==> src/rtl/regfile_dump_reader.sv <==
// -----------------------------------------------------------------------------
// regfile_dump_reader
//
// Sequential read-out engine for the 8x16 register file. A start request
// latches a first address and a count (0 means a full dump of NUM_REGS). The
// engine then walks the addresses through one combinational read port,
// wrapping modulo NUM_REGS. Each value is streamed, tagged with the address it
// came from, over a valid/ready channel.
//
// Optional feature macro: REGDUMP_CHECKSUM_EN
//   When defined, one extra beat follows the last register beat. That beat
//   carries the XOR of every emitted data word, with address 0, and it is the
//   only beat with last set. Busy and done shift back by that one beat.
//
// Ports:
//   clk_i        clock, all state updates on the rising edge
//   rst_ni       asynchronous active-low reset
//   start_i      one-cycle dump request, sampled only while idle
//   first_reg_i  first register address of the dump
//   count_i      number of registers to dump (0 = NUM_REGS)
//   abort_i      cancel a dump in progress (drops the in-flight beat)
//   reg_addr_o   address to the register-file read port
//   reg_data_i   combinational read data for reg_addr_o
//   out_valid_o  output beat valid
//   out_ready_i  consumer accepts the beat
//   out_data_o   captured register value (or checksum)
//   out_addr_o   address out_data_o was read from
//   out_last_o   final beat of the dump
//   busy_o       high whenever the engine is not idle
//   done_o       one-cycle pulse after the final beat is accepted
// -----------------------------------------------------------------------------
module regfile_dump_reader #(
  parameter int DATA_W   = 16,
  parameter int ADDR_W   = 3,
  parameter int NUM_REGS = 8
) (
  input  logic              clk_i,
  input  logic              rst_ni,
  input  logic              start_i,
  input  logic [ADDR_W-1:0] first_reg_i,
  input  logic [ADDR_W:0]   count_i,
  input  logic              abort_i,
  output logic [ADDR_W-1:0] reg_addr_o,
  input  logic [DATA_W-1:0] reg_data_i,
  output logic              out_valid_o,
  input  logic              out_ready_i,
  output logic [DATA_W-1:0] out_data_o,
  output logic [ADDR_W-1:0] out_addr_o,
  output logic              out_last_o,
  output logic              busy_o,
  output logic              done_o
);

  localparam int CNT_W = ADDR_W + 1;

`ifdef REGDUMP_CHECKSUM_EN
  localparam bit CSUM_EN = 1'b1;
`else
  localparam bit CSUM_EN = 1'b0;
`endif

  localparam logic [CNT_W-1:0]  NUM_CNT  = CNT_W'(NUM_REGS);
  localparam logic [CNT_W-1:0]  CNT_ZERO = {CNT_W{1'b0}};
  localparam logic [CNT_W-1:0]  CNT_ONE  = CNT_W'(1);
  localparam logic [ADDR_W-1:0] PTR_ZERO = {ADDR_W{1'b0}};
  localparam logic [ADDR_W-1:0] PTR_ONE  = ADDR_W'(1);
  localparam logic [ADDR_W-1:0] PTR_LAST = ADDR_W'(NUM_REGS - 1);
  localparam logic [DATA_W-1:0] DATA_ZERO = {DATA_W{1'b0}};

  typedef enum logic [1:0] {
    ST_IDLE  = 2'd0,
    ST_FETCH = 2'd1,
    ST_SEND  = 2'd2
  } state_e;

  state_e            state_q, state_d;
  logic [ADDR_W-1:0] ptr_q, ptr_d;
  logic [CNT_W-1:0]  rem_q, rem_d;
  logic              valid_q, valid_d;
  logic              last_q, last_d;
  logic [DATA_W-1:0] data_q, data_d;
  logic [ADDR_W-1:0] addr_q, addr_d;
  logic              done_q, done_d;
  logic [DATA_W-1:0] acc_q, acc_d;
  logic              csum_sent_q, csum_sent_d;

  logic              hs_s;
  logic              final_hs_s;
  logic              capture_s;
  logic [ADDR_W-1:0] ptr_inc_s;

  // Handshake decode shared by the FSM and the datapath.
  always_comb begin
    hs_s = valid_q & out_ready_i;
    // With the checksum enabled, the dump ends only after the checksum beat.
    if (CSUM_EN) begin
      final_hs_s = hs_s & (rem_q == CNT_ZERO) & csum_sent_q;
    end else begin
      final_hs_s = hs_s & (rem_q == CNT_ZERO);
    end
    // A register is captured in FETCH, and in SEND when the current beat
    // leaves and registers remain; abort suppresses both.
    if (abort_i) begin
      capture_s = 1'b0;
    end else if (state_q == ST_FETCH) begin
      capture_s = 1'b1;
    end else if (state_q == ST_SEND) begin
      capture_s = hs_s & (rem_q != CNT_ZERO);
    end else begin
      capture_s = 1'b0;
    end
    // Pointer increment wraps modulo NUM_REGS, which need not be a power of two.
    if (ptr_q == PTR_LAST) begin
      ptr_inc_s = PTR_ZERO;
    end else begin
      ptr_inc_s = ptr_q + PTR_ONE;
    end
  end

  // State and datapath registers.
  always_ff @(posedge clk_i or negedge rst_ni) begin
    if (!rst_ni) begin
      state_q     <= ST_IDLE;
      ptr_q       <= PTR_ZERO;
      rem_q       <= CNT_ZERO;
      valid_q     <= 1'b0;
      last_q      <= 1'b0;
      data_q      <= DATA_ZERO;
      addr_q      <= PTR_ZERO;
      done_q      <= 1'b0;
      acc_q       <= DATA_ZERO;
      csum_sent_q <= 1'b0;
    end else begin
      state_q     <= state_d;
      ptr_q       <= ptr_d;
      rem_q       <= rem_d;
      valid_q     <= valid_d;
      last_q      <= last_d;
      data_q      <= data_d;
      addr_q      <= addr_d;
      done_q      <= done_d;
      acc_q       <= acc_d;
      csum_sent_q <= csum_sent_d;
    end
  end

  // Next-state logic.
  always_comb begin
    state_d = state_q;
    case (state_q)
      ST_IDLE: begin
        if (start_i) begin
          state_d = ST_FETCH;
        end else begin
          state_d = ST_IDLE;
        end
      end
      ST_FETCH: begin
        if (abort_i) begin
          state_d = ST_IDLE;
        end else begin
          state_d = ST_SEND;
        end
      end
      ST_SEND: begin
        if (abort_i) begin
          state_d = ST_IDLE;
        end else if (final_hs_s) begin
          state_d = ST_IDLE;
        end else begin
          state_d = ST_SEND;
        end
      end
      default: begin
        state_d = ST_IDLE;
      end
    endcase
  end

  // Datapath next values: capture, checksum beat, completion and abort.
  always_comb begin
    ptr_d       = ptr_q;
    rem_d       = rem_q;
    valid_d     = valid_q;
    last_d      = last_q;
    data_d      = data_q;
    addr_d      = addr_q;
    done_d      = 1'b0;
    acc_d       = acc_q;
    csum_sent_d = csum_sent_q;
    if (state_q == ST_IDLE) begin
      if (start_i) begin
        ptr_d       = first_reg_i;
        rem_d       = (count_i == CNT_ZERO) ? NUM_CNT : count_i;
        acc_d       = DATA_ZERO;
        csum_sent_d = 1'b0;
      end else begin
        ptr_d = ptr_q;
      end
    end else if (abort_i) begin
      valid_d     = 1'b0;
      last_d      = 1'b0;
      acc_d       = DATA_ZERO;
      csum_sent_d = 1'b0;
    end else if (capture_s) begin
      data_d  = reg_data_i;
      addr_d  = ptr_q;
      valid_d = 1'b1;
      // Register beats never carry last when a checksum beat follows.
      last_d  = (CSUM_EN) ? 1'b0 : (rem_q == CNT_ONE);
      ptr_d   = ptr_inc_s;
      rem_d   = rem_q - CNT_ONE;
      acc_d   = acc_q ^ reg_data_i;
    end else if (state_q == ST_SEND && hs_s && CSUM_EN && !csum_sent_q) begin
      // Registers exhausted: emit the accumulated checksum as the last beat.
      data_d      = acc_q;
      addr_d      = PTR_ZERO;
      valid_d     = 1'b1;
      last_d      = 1'b1;
      csum_sent_d = 1'b1;
    end else if (final_hs_s) begin
      valid_d     = 1'b0;
      last_d      = 1'b0;
      done_d      = 1'b1;
      acc_d       = DATA_ZERO;
      csum_sent_d = 1'b0;
    end else begin
      // Stalled: hold the beat stable until the consumer accepts it.
      valid_d = valid_q;
    end
  end

  // Outputs come straight from registers.
  always_comb begin
    reg_addr_o  = ptr_q;
    out_valid_o = valid_q;
    out_data_o  = data_q;
    out_addr_o  = addr_q;
    out_last_o  = last_q;
    busy_o      = (state_q != ST_IDLE);
    done_o      = done_q;
  end

endmodule

==> config.mk <==
export PLATFORM = sky130hd
export DESIGN_NAME = regfile_dump_reader
export DESIGN_NICKNAME = d
export VERILOG_FILES = /design/src/rtl/regfile_dump_reader.sv
export SDC_FILE = /design/constraint.sdc
export NUM_CORES = 1
export LEC_CHECK = 0
export ABC_AREA = 1
export ABC_CLOCK_PERIOD_IN_PS = 1600
export BUFFER_PORTS_ARGS = -buffer_cell sky130_fd_sc_hd__buf_4
export CAP_MARGIN = 40
export CORE_MARGIN = 5
export CORE_UTILIZATION = 48
export DETAILED_ROUTE_END_ITERATION = 8
export PLACE_DENSITY = 0.87
export SYNTH_ARGS = -nofsm -noshare
export SYNTH_HDL_FRONTEND = slang
export SYNTH_SLANG_ARGS = --single-unit
==> constraint.sdc <==
create_clock -name clk_i -period 1.6 [get_ports clk_i]
set_clock_uncertainty 0.15 [all_clocks]
set_input_delay 0.32 -clock clk_i [delete_from_list [all_inputs] [get_ports clk_i]]
set_output_delay 0.32 -clock clk_i [all_outputs]
set_load 0.02 [all_outputs]
==> results of run 1 <==
## worst min-delay path by stage
stage / from / endpoint / slack [ps] / depth (start not counted)
2_1_floorplan: rst_ni / done_o$_DFF_PN0_ / -130 / 0
3_3_place_gp: rst_ni / rem_q[2]$_DFFE_PN0P_ / 120 / 1
3_5_place_dp: rst_ni / state_q[0]$_DFF_PN0_ / 120 / 1
4_1_cts: reg_data_i[10] / out_data_o[10]$_DFFE_PN0P_ / 40 / 3
5_1_grt: reg_data_i[10] / out_data_o[10]$_DFFE_PN0P_ / 40 / 3
6_report: reg_data_i[5] / out_data_o[5]$_DFFE_PN0P_ / 60 / 3
## layout make-up
cell class,instances,share of cell area [%]
Sequential cell,31,36.4
Multi-Input combinational cell,130,30.7
Timing Repair Buffer,68,24.4
Clock buffer,6,2.41
Clock inverter,2,1.64
Inverter,10,1.94
Tap cell,44,2.58
## what timing repair did
action                     CTS  global route
setup endpoints to repair    0            28
hold endpoints to repair    32             0
setup buffers                0             5
hold buffers                 2             0
gates resized for setup      0             6
## routing by layer
| layer | up-vias | wire length (um) | track usage (%) |
|---|---|---|---|
| li1 | 707 | - | - |
| met1 | 679 | 1600 | 22.5 |
| met2 | 71 | 1790 | 28.4 |
| met3 | 6 | 302 | 5.78 |
| met4 | 0 | 70 | 7.77 |
| met5 | - | 0 | 0 |
## placed cells by master, fill, tap and decap left out
| cell type | count |
|---|---|
| buf_4 | 65 |
| o21bai_1 | 2 |
| nor2_2 | 2 |
| nand2_8 | 1 |
| dfrtp_1 | 31 |
| ha_2 | 1 |
| nand2_1 | 73 |
| clkbuf_8 | 1 |
| inv_1 | 4 |
| inv_2 | 5 |
| bufinv_16 | 1 |
| nor2_1 | 2 |
| nand2_2 | 3 |
| o21ai_0 | 4 |
| dlygate4sd3_1 | 2 |
| nor3_1 | 2 |
| nand3_1 | 28 |
| nand2_4 | 5 |
| clkinv_2 | 1 |
| clkbuf_4 | 5 |
| o22ai_1 | 1 |
| buf_6 | 1 |
| o31ai_1 | 1 |
| clkinvlp_4 | 1 |
| ha_1 | 3 |
| nand4_1 | 2 |
## sequential cells by signal, summed over array words and instances, names as in the netlist
signal,count
out_last_o,1
out_addr_o,3
out_data_o,16
out_valid_o,1
done_o,1
rem_q,4
state_q,2
reg_addr_o,3
## cells by family (layout without fill, tap and decap cells)
family | Yosys count | in the layout | synth area share (%)
and+or+nand+nor | 116 | 118 | 35.1
DFF | 31 | 31 | 51.9
buffers and inverters | 17 | 86 | 6.37
AOI/OAI and AO/OA | 8 | 8 | 3.27
adders and majority gates | 4 | 4 | 3.35
## worst max-delay path, delay by kind of cell, from the launching register on
kind          cells  cell delay (ps)
flops             1              410
buf+inv           2              260
simple gates      1               80
## per-stage QoR
stage	utilization (%)	std cells
5_1_grt	70.4	291
2_1_floorplan	-	176
3_3_place_gp	64.4	274
3_5_place_dp	64.4	274
4_1_cts	67.9	284
6_report	70.4	291
## power groups by stage
stage / combinational [W] / sequential [W] / clock [W]
after global routing: 0.00191 / 0.00139 / 0.000680
after CTS: 0.00168 / 0.00133 / 0.000650
after floorplan: 0.000651 / 0.00163 / 0
after detailed placement: 0.00166 / 0.00134 / 0
final: 0.00174 / 0.00134 / 0.000643
after global placement: 0.00161 / 0.00134 / 0
==> results, run 1 <==
- The number of CTS-inserted buffers is 5.
- For this design the total switching power over the nets is 0.00151 W.
- The total routing usage reported by global routing is 18.0%.
- The max-slew violation count is 0.
- The share of post-route cells with drive strength above 1 is roughly 37%.
- The floorplan step set the die height to approximately 66 um.
- Entering global routing, the biggest net connects 32 pins.
- The initial antenna violation count is 0.
- Dividing the detail-routed wire length by the instance count gives 12.9 um.
- The HPWL after detailed placement is 2.60 mm.
- The net count reported at finish is 278.
- The TritonCTS clock tree is done.
- In this run, synthesis inferred 0 flip-flops with an integrated enable.
- VDD sags by at most slightly above 1 mV.
- The type of element capturing the critical path is an output pin.
- In the synthesized netlist the dominant register cell turns out to be dfrtp_1.
- The largest driver fanout on the critical path is 6.
- The via count of the first global-routing pass is around 1300.
- In the final timing run, aggregate negative setup slack is 0 ps.
- Net switching is 40.6% of the power.
- The clock passes through at most 2 buffers.
- After synthesis, the cell types taking the most area are dfrtp_1 52%, nand2_1 18%, nand3_1 9.4%.
- Across the whole layout, storage elements account for 776 um^2.
- Walking the worst path, the cells encountered are inv_2, nand2_4, buf_4.
- The number of hold violations in the final report is 0.
- The run finished with clean final reports.
- The share of synthesized area occupied by flip-flops and latches is about 52%.
- The congestion estimate from routability-driven global placement came to between 0.8 and 0.9.
- The data required time at the worst endpoint is 1130 ps.
- The path type of the worst setup path is register to output pin.
- Once detail routing completed, the nets flagged for antenna violations numbered 0.
- Across the run, the number of max-cap violations was 0.
- The chip width is 65.8 um.
- The library cell used as clock root buffer is clkbuf_4.
- The critical register-to-register path endpoint is rem_q[3]$_DFFE_PN0P_.
- In this run the static leakage power is around 1.2 nW.
- The final hold slack is 56.0 ps.
- The average via count per standard cell is 5.03.
- The stage delay of the slowest cell on the critical path is 410 ps.
- Summed over all instances, the cell type with the most area after synthesis is dfrtp_1.
- The slew at the pin closest to its max-slew limit is 389 ps.
- The setup slack of the most critical reg-to-reg path is 80 ps.
- The post-route fraction of the period consumed by the critical path is a little over nine tenths.
- The number of top-level pins is 54.
- The cell row count is 20.
- The number of register bits inferred by synthesis is 31.
- The number of distinct library cell variants in the gate-level netlist after synthesis is 22.
- The cell internal power dissipation is ~0.0022 W.
- The floorplan step defined a die boundary enclosing 4330 um^2.
- The critical path data arrival time is 1080 ps.
- The count of antenna diodes in the layout is 0.
- The tightest slew margin relative to the limit is between 70% and 80%.
- The proportion of power drawn by combinational gates is 46.7%.
- The number of DRC markers in iteration 0 is just over 100.
- Based on the critical path, the design can be clocked at up to 0.644 GHz.
- The first TritonRoute pass finished after 4 iterations.
- The core region is a little over 3000 um^2.
- On the critical path, the stage with the largest delay is an instance of dfrtp_1.
- The average instance in the mapped netlist occupies 8.49 um^2.
- The number of fill cells in the layout is 238.
- The cell count after synthesis came out at 176.
- The later pin in the worst-skew pair is clocked with a latency of 330 ps.
- The fraction of synthesis flops using an asynchronous set or reset pin is between 90% and 100%.
- For this block, the via count after detailed routing is 1463.
- The number of design rule violations left after detail routing is 0.
- The H-tree was split into 2 levels.
- The synthesis-to-layout area growth is 42.6%.
- Dividing total power by cell area gives a power density of 1740 nW/um^2.
- The number of cells on the worst reg-to-reg path is 9.
- The commonest cells after synthesis are 73 x nand2_1, 31 x dfrtp_1, 28 x nand3_1, 7 x inv_1.
- The final worst setup slack is ~48 ps.
- The number of warning messages in the yosys log is 0.
- The setup slack after placement is 25.2 ps.
- When the netlist entered floorplanning its net count stood at 208.
- The multi-input combinational cells in the finished layout cover a total of between 600 and 700 um^2.
- The total design power is 0.00372 W.
- The number of setup violations in the final report is 0.
- The capturing instance or port of the critical path is busy_o.
- In this run, flip-flops and latches consume approximately 36% of the power.
- The clock transition at the registers of the reported paths is 100 ps.
- After synthesis, the largest area contributor takes up 51.9% of total cell area.
- Input and output buffers added on the ports amount to between 50 and 60.
- The clock net sink count is 31.
- The startpoint class of the critical path is a register.
- The startpoint of the most critical setup path is state_q[1]$_DFF_PN0_.
- After detailed routing, the total wire length is 3.76 mm.
- The clock period minus final worst setup slack is 1550 ps.
- The most common cell in the synthesized netlist is nand2_1.
- The first global-routing pass estimated 5.88 mm of wire.
- Summing all placed instances gives a cell area of a little under 2000 um^2.
- The initial utilization of the core area, before any placement, comes to 49.3%.
- The min-delay analysis places its worst path in the category input port to register.
- The launch instance of the worst register-to-register path is rem_q[1]$_DFFE_PN0P_.
- After routing the design area is 2130 um^2.
- The remaining global-route overflow is 0.
- The cell area after technology mapping is ~1500 um^2.
- The clock network power share is 17.3%.
Note: power is estimated with default switching activity, not from simulation.
==> run 2, diff against run 1 <==
==> constraint.sdc (replaced) <==
create_clock -name clk_i -period 1.6 [get_ports clk_i]
set_clock_uncertainty 0.15 [all_clocks]
set_input_delay 0.16 -clock clk_i [delete_from_list [all_inputs] [get_ports clk_i]]
set_output_delay 0.16 -clock clk_i [all_outputs]
set_load 0.02 [all_outputs]
==> run 2 against run 1 <==
Fmax increased by 2.7%. Largest cell class unchanged. Combinational power about the same. Worst hold slack got worse by 37 ps. Critical path depth grew 6. Highest routed layer unchanged.
==> results, run 2 (synthesis gave the netlist of run 1 again) <==
- Run status: complete, no violations (unchanged).
- The area of the placeable core came to 3030 um^2 (unchanged).
- The number of DRC markers in iteration 0 was 50 (was 102).
- The clock net sink count came to 31 (unchanged).
- The worst min-delay path class is input port to register (unchanged).
- The height of the die is 65.8 um (unchanged).
- Leading cell types in the layout, fill and taps excluded: 73 x nand2_1, 62 x buf_4, 31 x dfrtp_1 (was 73 x nand2_1, 65 x buf_4, 31 x dfrtp_1).
- The most common cell after layout, fill and taps aside was nand2_1 (unchanged).
- The stage delay of the slowest cell on the critical path came to 390 ps (was 410 ps).
- The count of antenna diodes in the layout is 0 (unchanged).
- The max-cap check violation count is 0 (unchanged).
- The switching power is 0.00152 W (was 0.00151 W).
- The leakage power summed over all cells is 1.26 nW (was 1.19 nW).
- The library cell used as clock root buffer is clkbuf_4 (unchanged).
- The post-route standard cell area excluding fillers came to 2290 um^2 (was 2130 um^2).
- The wire length of the first global-routing pass is 6.51 mm (was 5.88 mm).
- The fraction of power consumed by sequential logic was 36.0% (about the same).
- The maximum resistive drop on vdd was 0.889 mV (was 1.02 mV).
- The clock latency on the worst-skew pair is 330 ps (about the same).
- The cell row count is 20 (unchanged).
- The share of post-route cells with drive strength above 1 is 32.7% (was 37.2%).
- The placed standard-cell area is 1930 um^2 (was 1950 um^2).
- The total routing usage reported by global routing is 20.2% (was 18.0%).
- The maximum operating frequency is 0.661 GHz (was 0.644 GHz).
- The placer's final routability congestion estimate is 0.754 (was 0.856).
- The top cell family by delay on the critical path is simple AND/OR/NAND/NOR gates (was flip-flops).
- The path type of the worst setup path was register to register (was register to output pin).
- The count of vias placed by the detailed router is 1479 (was 1463).
- The number of setup violations in the final report is 0 (unchanged).
- The number of detailed-routing iterations run before antenna repair came to 4 (unchanged).
- The final hold slack is 18.5 ps (was 56.0 ps).
- The number of buffers and inverters on the critical path was 2 (unchanged).
- The chip width was 65.8 um (unchanged).
- The setup total negative slack is 0 ps (unchanged).
- The clock transition at the registers of the reported paths was 90 ps (was 100 ps).
- The total of buffers placed on input and output ports is 53 (unchanged).
- The cell internal power dissipation is 0.00222 W (was 0.00221 W).
- The number of buffers on the longest clock path is 2 (unchanged).
- The tightest slew margin relative to the limit is 74.3% (was 74.0%).
- The clock network power share was 17.1% (was 17.3%).
- The maximum level of the CTS H-tree was 2 (unchanged).
- The final antenna-violating net count came to 0 (unchanged).
- The proportion of power drawn by combinational gates is 46.9% (was 46.7%).
- The critical path data arrival time is 1630 ps (was 1080 ps).
- Setup repair after global routing left no endpoint under its margin.
- The flip-flop count of the largest register, all copies and words added is 16 (unchanged).
- The power density relative to cell area came to 1630 nW/um^2 (was 1740 nW/um^2).
- The number of top-level pins is 54 (unchanged).
- The synthesis-to-layout area growth is 53.5% (was 42.6%).
- The starting density of the core was 49.3% (unchanged).
- The number of design rule violations left after detail routing is 0 (unchanged).
- The TritonCTS clock tree is done (unchanged).
- The startpoint class of the critical path is a register (unchanged).
- The largest driver fanout on the critical path was 8 (was 6).
- The post-route fraction of the period consumed by the critical path came to 94.5% (was 97.0%).
- The average via count per standard cell is 4.82 (was 5.03).
- The net count reported at finish is 294 (was 278).
- The die area is 4330 um^2 (unchanged).
- The slew at the pin closest to its max-slew limit is 385 ps (was 389 ps).
- Cell-by-cell listing of the critical path: inv_1, ha_2, nand2_2, nand2_2, nand2_4, nand2_8, buf_4, nand3_1, nand2_1 (was inv_2, nand2_4, buf_4).
- The type of element capturing the critical path is a register (was output pin).
- The initial antenna violation count is 0 (unchanged).
- The maximum number of pins on one net before global-route repair is 32 (unchanged).
- The number of CTS-inserted buffers is 5 (unchanged).
- The master of the slowest instance on the critical path is dfrtp_1 (unchanged).
- The via count of the first global-routing pass is 1410 (was 1340).
- The total detailed-routing wirelength is 4.09 mm (was 3.76 mm).
- The HPWL after detailed placement was 2.51 mm (was 2.60 mm).
- The number of hold violations in the final report was 0 (unchanged).
- The data required time at the worst endpoint was 1720 ps (was 1130 ps).
- The max-slew violation count is 0 (unchanged).
- The clock period minus final worst setup slack is 1510 ps (was 1550 ps).
- In this design, the critical path's most frequently occurring cell is nand2_2.
- The remaining global-route overflow is 0 (unchanged).
- The detailed-route wire length per cell was 13.3 um (was 12.9 um).
- The switching power share of the total was 40.6% (about the same).
==> run 2: worst paths after layout <==
check / end / from / depth (start not counted) / slack (ps)
setup reg to reg: rem_q[1]$_DFFE_PN0P_ / rem_q[0]$_DFFE_PN0P_ / 9 / 90
hold / removal: rem_q[2]$_DFFE_PN0P_ / count_i[2] / 5 / 20
hold reg to reg: out_data_o[15]$_DFFE_PN0P_ / out_data_o[15]$_DFFE_PN0P_ / 2 / 330
min in group asynchronous: out_data_o[8]$_DFFE_PN0P_ / rst_ni / 2 / 160
setup / recovery: rem_q[1]$_DFFE_PN0P_ / rem_q[0]$_DFFE_PN0P_ / 9 / 90
max in group asynchronous: out_valid_o$_DFFE_PN0P_ / rst_ni / 2 / 850
==> run 2: timing repair <==
action | in CTS | in global routing
setup endpoints to repair | 1 | 24
buffers inserted | 0 | 5
hold buffers | 22 | 0
endpoints found under the hold margin | 53 | 0
resized for setup | 0 | 4
cloned | 1 | 0
==> run 2: layout make-up <==
type	instances	area, um^2
Timing Repair Buffer	85	697
Fill cell	221	734
Multi-Input combinational cell	129	642
Inverter	10	37.5
Clock inverter	2	35.0
Sequential cell	31	776
Tap cell	44	55.1
Clock buffer	6	51.3
==> run 2: stage by stage <==
stage,worst slack (ps),util [%],total power (W),cells
finish,87.9,75.7,0.00374,307
global route,1.68,75.7,0.00399,307
CTS,34.0,74.1,0.00370,302
detailed placement,13.4,63.6,0.00299,271
global placement,72.5,63.6,0.00294,271
floorplan,148,-,0.00229,176
==> run 2: power by group through the flow <==
stage / sequential, W / clock [W] / combinational [W]
finish: 0.00135 / 0.000638 / 0.00175
global placement: 0.00134 / 0 / 0.00160
CTS: 0.00134 / 0.000646 / 0.00171
global route: 0.00139 / 0.000677 / 0.00192
floorplan: 0.00163 / 0 / 0.000651
detailed placement: 0.00135 / 0 / 0.00165
==> run 2: tightest hold or removal path, delay by kind of cell <==
kind	cells	cell delay, ps
simple gates	4	220
buf+inv	1	80
==> run 2: metal layers <==
metal | routed length, um | up-vias | share of wire [%] | GRT usage (%)
met5 | 0 | - | 0 | 0
met4 | 68 | 0 | 1.7 | 7.77
met3 | 237 | 7 | 5.8 | 4.42
met2 | 2110 | 47 | 51 | 34.9
met1 | 1680 | 684 | 41 | 24.3
li1 | - | 741 | - | -
==> run 3, diff against run 2 <==
- ABC_CLOCK_PERIOD_IN_PS: 1600 -> default
- REMOVE_ABC_BUFFERS: default -> 1
==> run 3 against run 2 <==
Power fell by 2.7%. Final area rose by 1.7%. Sequential power barely moved. Final cell count grew 1.3%. Die area unchanged. Wire length grew 2.5%. Global-route usage is 0.49 points lower. Clock power fell by 33%.
==> results, run 3 (synthesis gave the netlist of run 1 again) <==
- The TritonCTS clock tree is done (unchanged).
- The power density relative to cell area was 1560 nW/um^2 (was 1630 nW/um^2).
- The number of design rule violations left after detail routing is 0 (unchanged).
- Leading cell types in the layout, fill and taps excluded: 73 x nand2_1, 64 x buf_4, 31 x dfrtp_1 (was 73 x nand2_1, 62 x buf_4, 31 x dfrtp_1).
- The top cell family by delay on the critical path is simple AND/OR/NAND/NOR gates (unchanged).
- The post-route fraction of the period consumed by the critical path is 95.7% (was 94.5%).
- The clock period minus final worst setup slack is 1530 ps (was 1510 ps).
- The number of buffers on the longest clock path is 2 (unchanged).
- Run status: complete, no violations (unchanged).
- Setup repair after global routing missed its margin: true (was false).
- The number of buffers and inverters on the critical path is 2 (unchanged).
- The final worst setup slack is 68.7 ps (was 87.9 ps).
- The count of antenna diodes in the layout is 0 (unchanged).
- The setup total negative slack is 0 ps (unchanged).
- The number of setup violations in the final report is 0 (unchanged).
- The tightest slew margin relative to the limit is 74.2% (was 74.3%).
- The number of detailed-routing iterations run before antenna repair was 7 (was 4).
- The total of buffers placed on input and output ports is 53 (unchanged).
- Cell-by-cell listing of the critical path: inv_2, ha_4, nand2_2, nand2_2, nand2_4, nand2_8, buf_4, nand3_1, nand2_1 (was inv_1, ha_2, nand2_2, nand2_2, nand2_4, nand2_8, buf_4, nand3_1, nand2_1).
- The clock latency on the worst-skew pair is 330 ps (about the same).
- The placer's final routability congestion estimate is 0.767 (was 0.754).
- The leakage power summed over all cells came to 1.27 nW (was 1.26 nW).
- The master of the slowest instance on the critical path is dfrtp_1 (unchanged).
- The starting density of the core is 49.3% (unchanged).
- The worst min-delay path class is input port to register (unchanged).
- The maximum level of the CTS H-tree is 2 (unchanged).
- The data required time at the worst endpoint is 1680 ps (was 1720 ps).
- The clock net sink count is 31 (unchanged).
- The initial antenna violation count is 0 (unchanged).
- The max-slew violation count is 0 (unchanged).
- The net count reported at finish is 298 (was 294).
- The maximum number of pins on one net before global-route repair came to 32 (unchanged).
- The flip-flop count of the largest register, all copies and words added is 16 (unchanged).
- The type of element capturing the critical path is a register (unchanged).
- The slew at the pin closest to its max-slew limit is 387 ps (was 385 ps).
- The placed standard-cell area is 1960 um^2 (was 1930 um^2).
- The maximum operating frequency came to 0.653 GHz (was 0.661 GHz).
- The remaining global-route overflow is 0 (unchanged).
- The critical path data arrival time is 1610 ps (was 1630 ps).
- The library cell used as clock root buffer is clkbuf_4 (unchanged).
- The synthesis-to-layout area growth is 56.1% (was 53.5%).
- The total design power came to 0.00364 W (was 0.00374 W).
- The area of the placeable core is 3030 um^2 (unchanged).
- The max-cap check violation count is 0 (unchanged).
- The number of DRC markers in iteration 0 is 78 (was 50).
- The cell repeated most along the worst path is nand2_2 (unchanged).
- The total routing usage reported by global routing is 19.7% (was 20.2%).
- The via count of the first global-routing pass is 1434 (was 1410).
- The count of vias placed by the detailed router is 1467 (was 1479).
- The wire length of the first global-routing pass came to 6.42 mm (was 6.51 mm).
- The HPWL after detailed placement is 2.51 mm (about the same).
- The clock transition at the registers of the reported paths is 90 ps (about the same).
- The startpoint class of the critical path is a register (unchanged).
- The number of CTS-inserted buffers is 5 (unchanged).
- The number of hold violations in the final report is 0 (unchanged).
- The number of fill cells in the layout came to 213 (was 221).
- The maximum resistive drop on vdd came to 0.790 mV (was 0.889 mV).
- The final hold slack is 17.5 ps (was 18.5 ps).
- The detailed-route wire length per cell is 13.5 um (was 13.3 um).
- The chip width is 65.8 um (unchanged).
- The number of top-level pins is 54 (unchanged).
- The post-route standard cell area excluding fillers is 2330 um^2 (was 2290 um^2).
- The most common cell after layout, fill and taps aside is nand2_1 (unchanged).
- The stage delay of the slowest cell on the critical path is 380 ps (was 390 ps).
- The cell row count is 20 (unchanged).
- The setup slack after placement is 33.0 ps (was 13.4 ps).
- The share of post-route cells with drive strength above 1 is 33.3% (was 32.7%).
- The die area is 4330 um^2 (unchanged).
- The average via count per standard cell is 4.72 (was 4.82).
- The path type of the worst setup path is register to register (unchanged).
- The final antenna-violating net count is 0 (unchanged).
- The height of the die is 65.8 um (unchanged).
- The largest driver fanout on the critical path is 11 (was 8).
- The total detailed-routing wirelength is 4.20 mm (was 4.09 mm).
==> run 3: layout make-up <==
cell class | instances | area, um^2 | area share [%]
sequential | 31 | 776 | 33.3
timing repair buffer | 89 | 751 | 32.2
multi-input combinational | 129 | 663 | 28.4
tap | 44 | 55.1 | 2.36
clock buffer | 7 | 45.0 | 1.93
inverter | 10 | 37.5 | 1.61
clock inverter | 1 | 5.00 | 0.215
==> run 3: path summary, 6_finish.rpt <==
path,from,endpoint,slack (ps),depth (start not counted)
worst max-delay path,rem_q[0]$_DFFE_PN0P_,rem_q[3]$_DFFE_PN0P_,70,9
worst min register to register,out_data_o[9]$_DFFE_PN0P_,out_data_o[9]$_DFFE_PN0P_,330,2
min in group asynchronous,rst_ni,out_data_o[0]$_DFFE_PN0P_,130,2
worst max register to register,rem_q[0]$_DFFE_PN0P_,rem_q[3]$_DFFE_PN0P_,70,9
max in group asynchronous,rst_ni,out_data_o[2]$_DFFE_PN0P_,880,2
worst min-delay path,count_i[3],rem_q[3]$_DFFE_PN0P_,20,5
==> run 3: metrics by stage <==
step / instances / utilization, %
after floorplan: 169 / -
after global placement: 275 / 64.6
after detailed placement: 275 / 64.6
after CTS: 306 / 73.9
after global routing: 311 / 77.0
final: 311 / 77.0
==> run 3: tightest hold or removal path, stage by stage <==
cell and delay [ps]:
buf_4 70, o21ai_0 70, nand2_1 60, nand2_1 50, nand2_1 50
==> run 3: where the power goes <==
part | switching (W) | internal, W
sequential | 0.000247 | 0.00110
clock | 0.000258 | 0.000171
combinational | 0.00102 | 0.000839
==> run 3: per-layer routing <==
| metal | track usage [%] | share of wire, % | vias to the layer above |
|---|---|---|---|
| met3 | 6.46 | 6.9 | 4 |
| li1 | - | - | 750 |
| met4 | 5.18 | 0.83 | 0 |
| met1 | 23.6 | 41 | 657 |
| met2 | 33.7 | 51 | 56 |
| met5 | 0 | 0 | - |
==> run 3: what timing repair did <==
item | CTS | global route
endpoints found under the hold margin | 54 | 0
resized for setup | 0 | 8
buffers inserted | 0 | 3
endpoints found under the setup margin | 0 | 9
hold buffers | 23 | 0
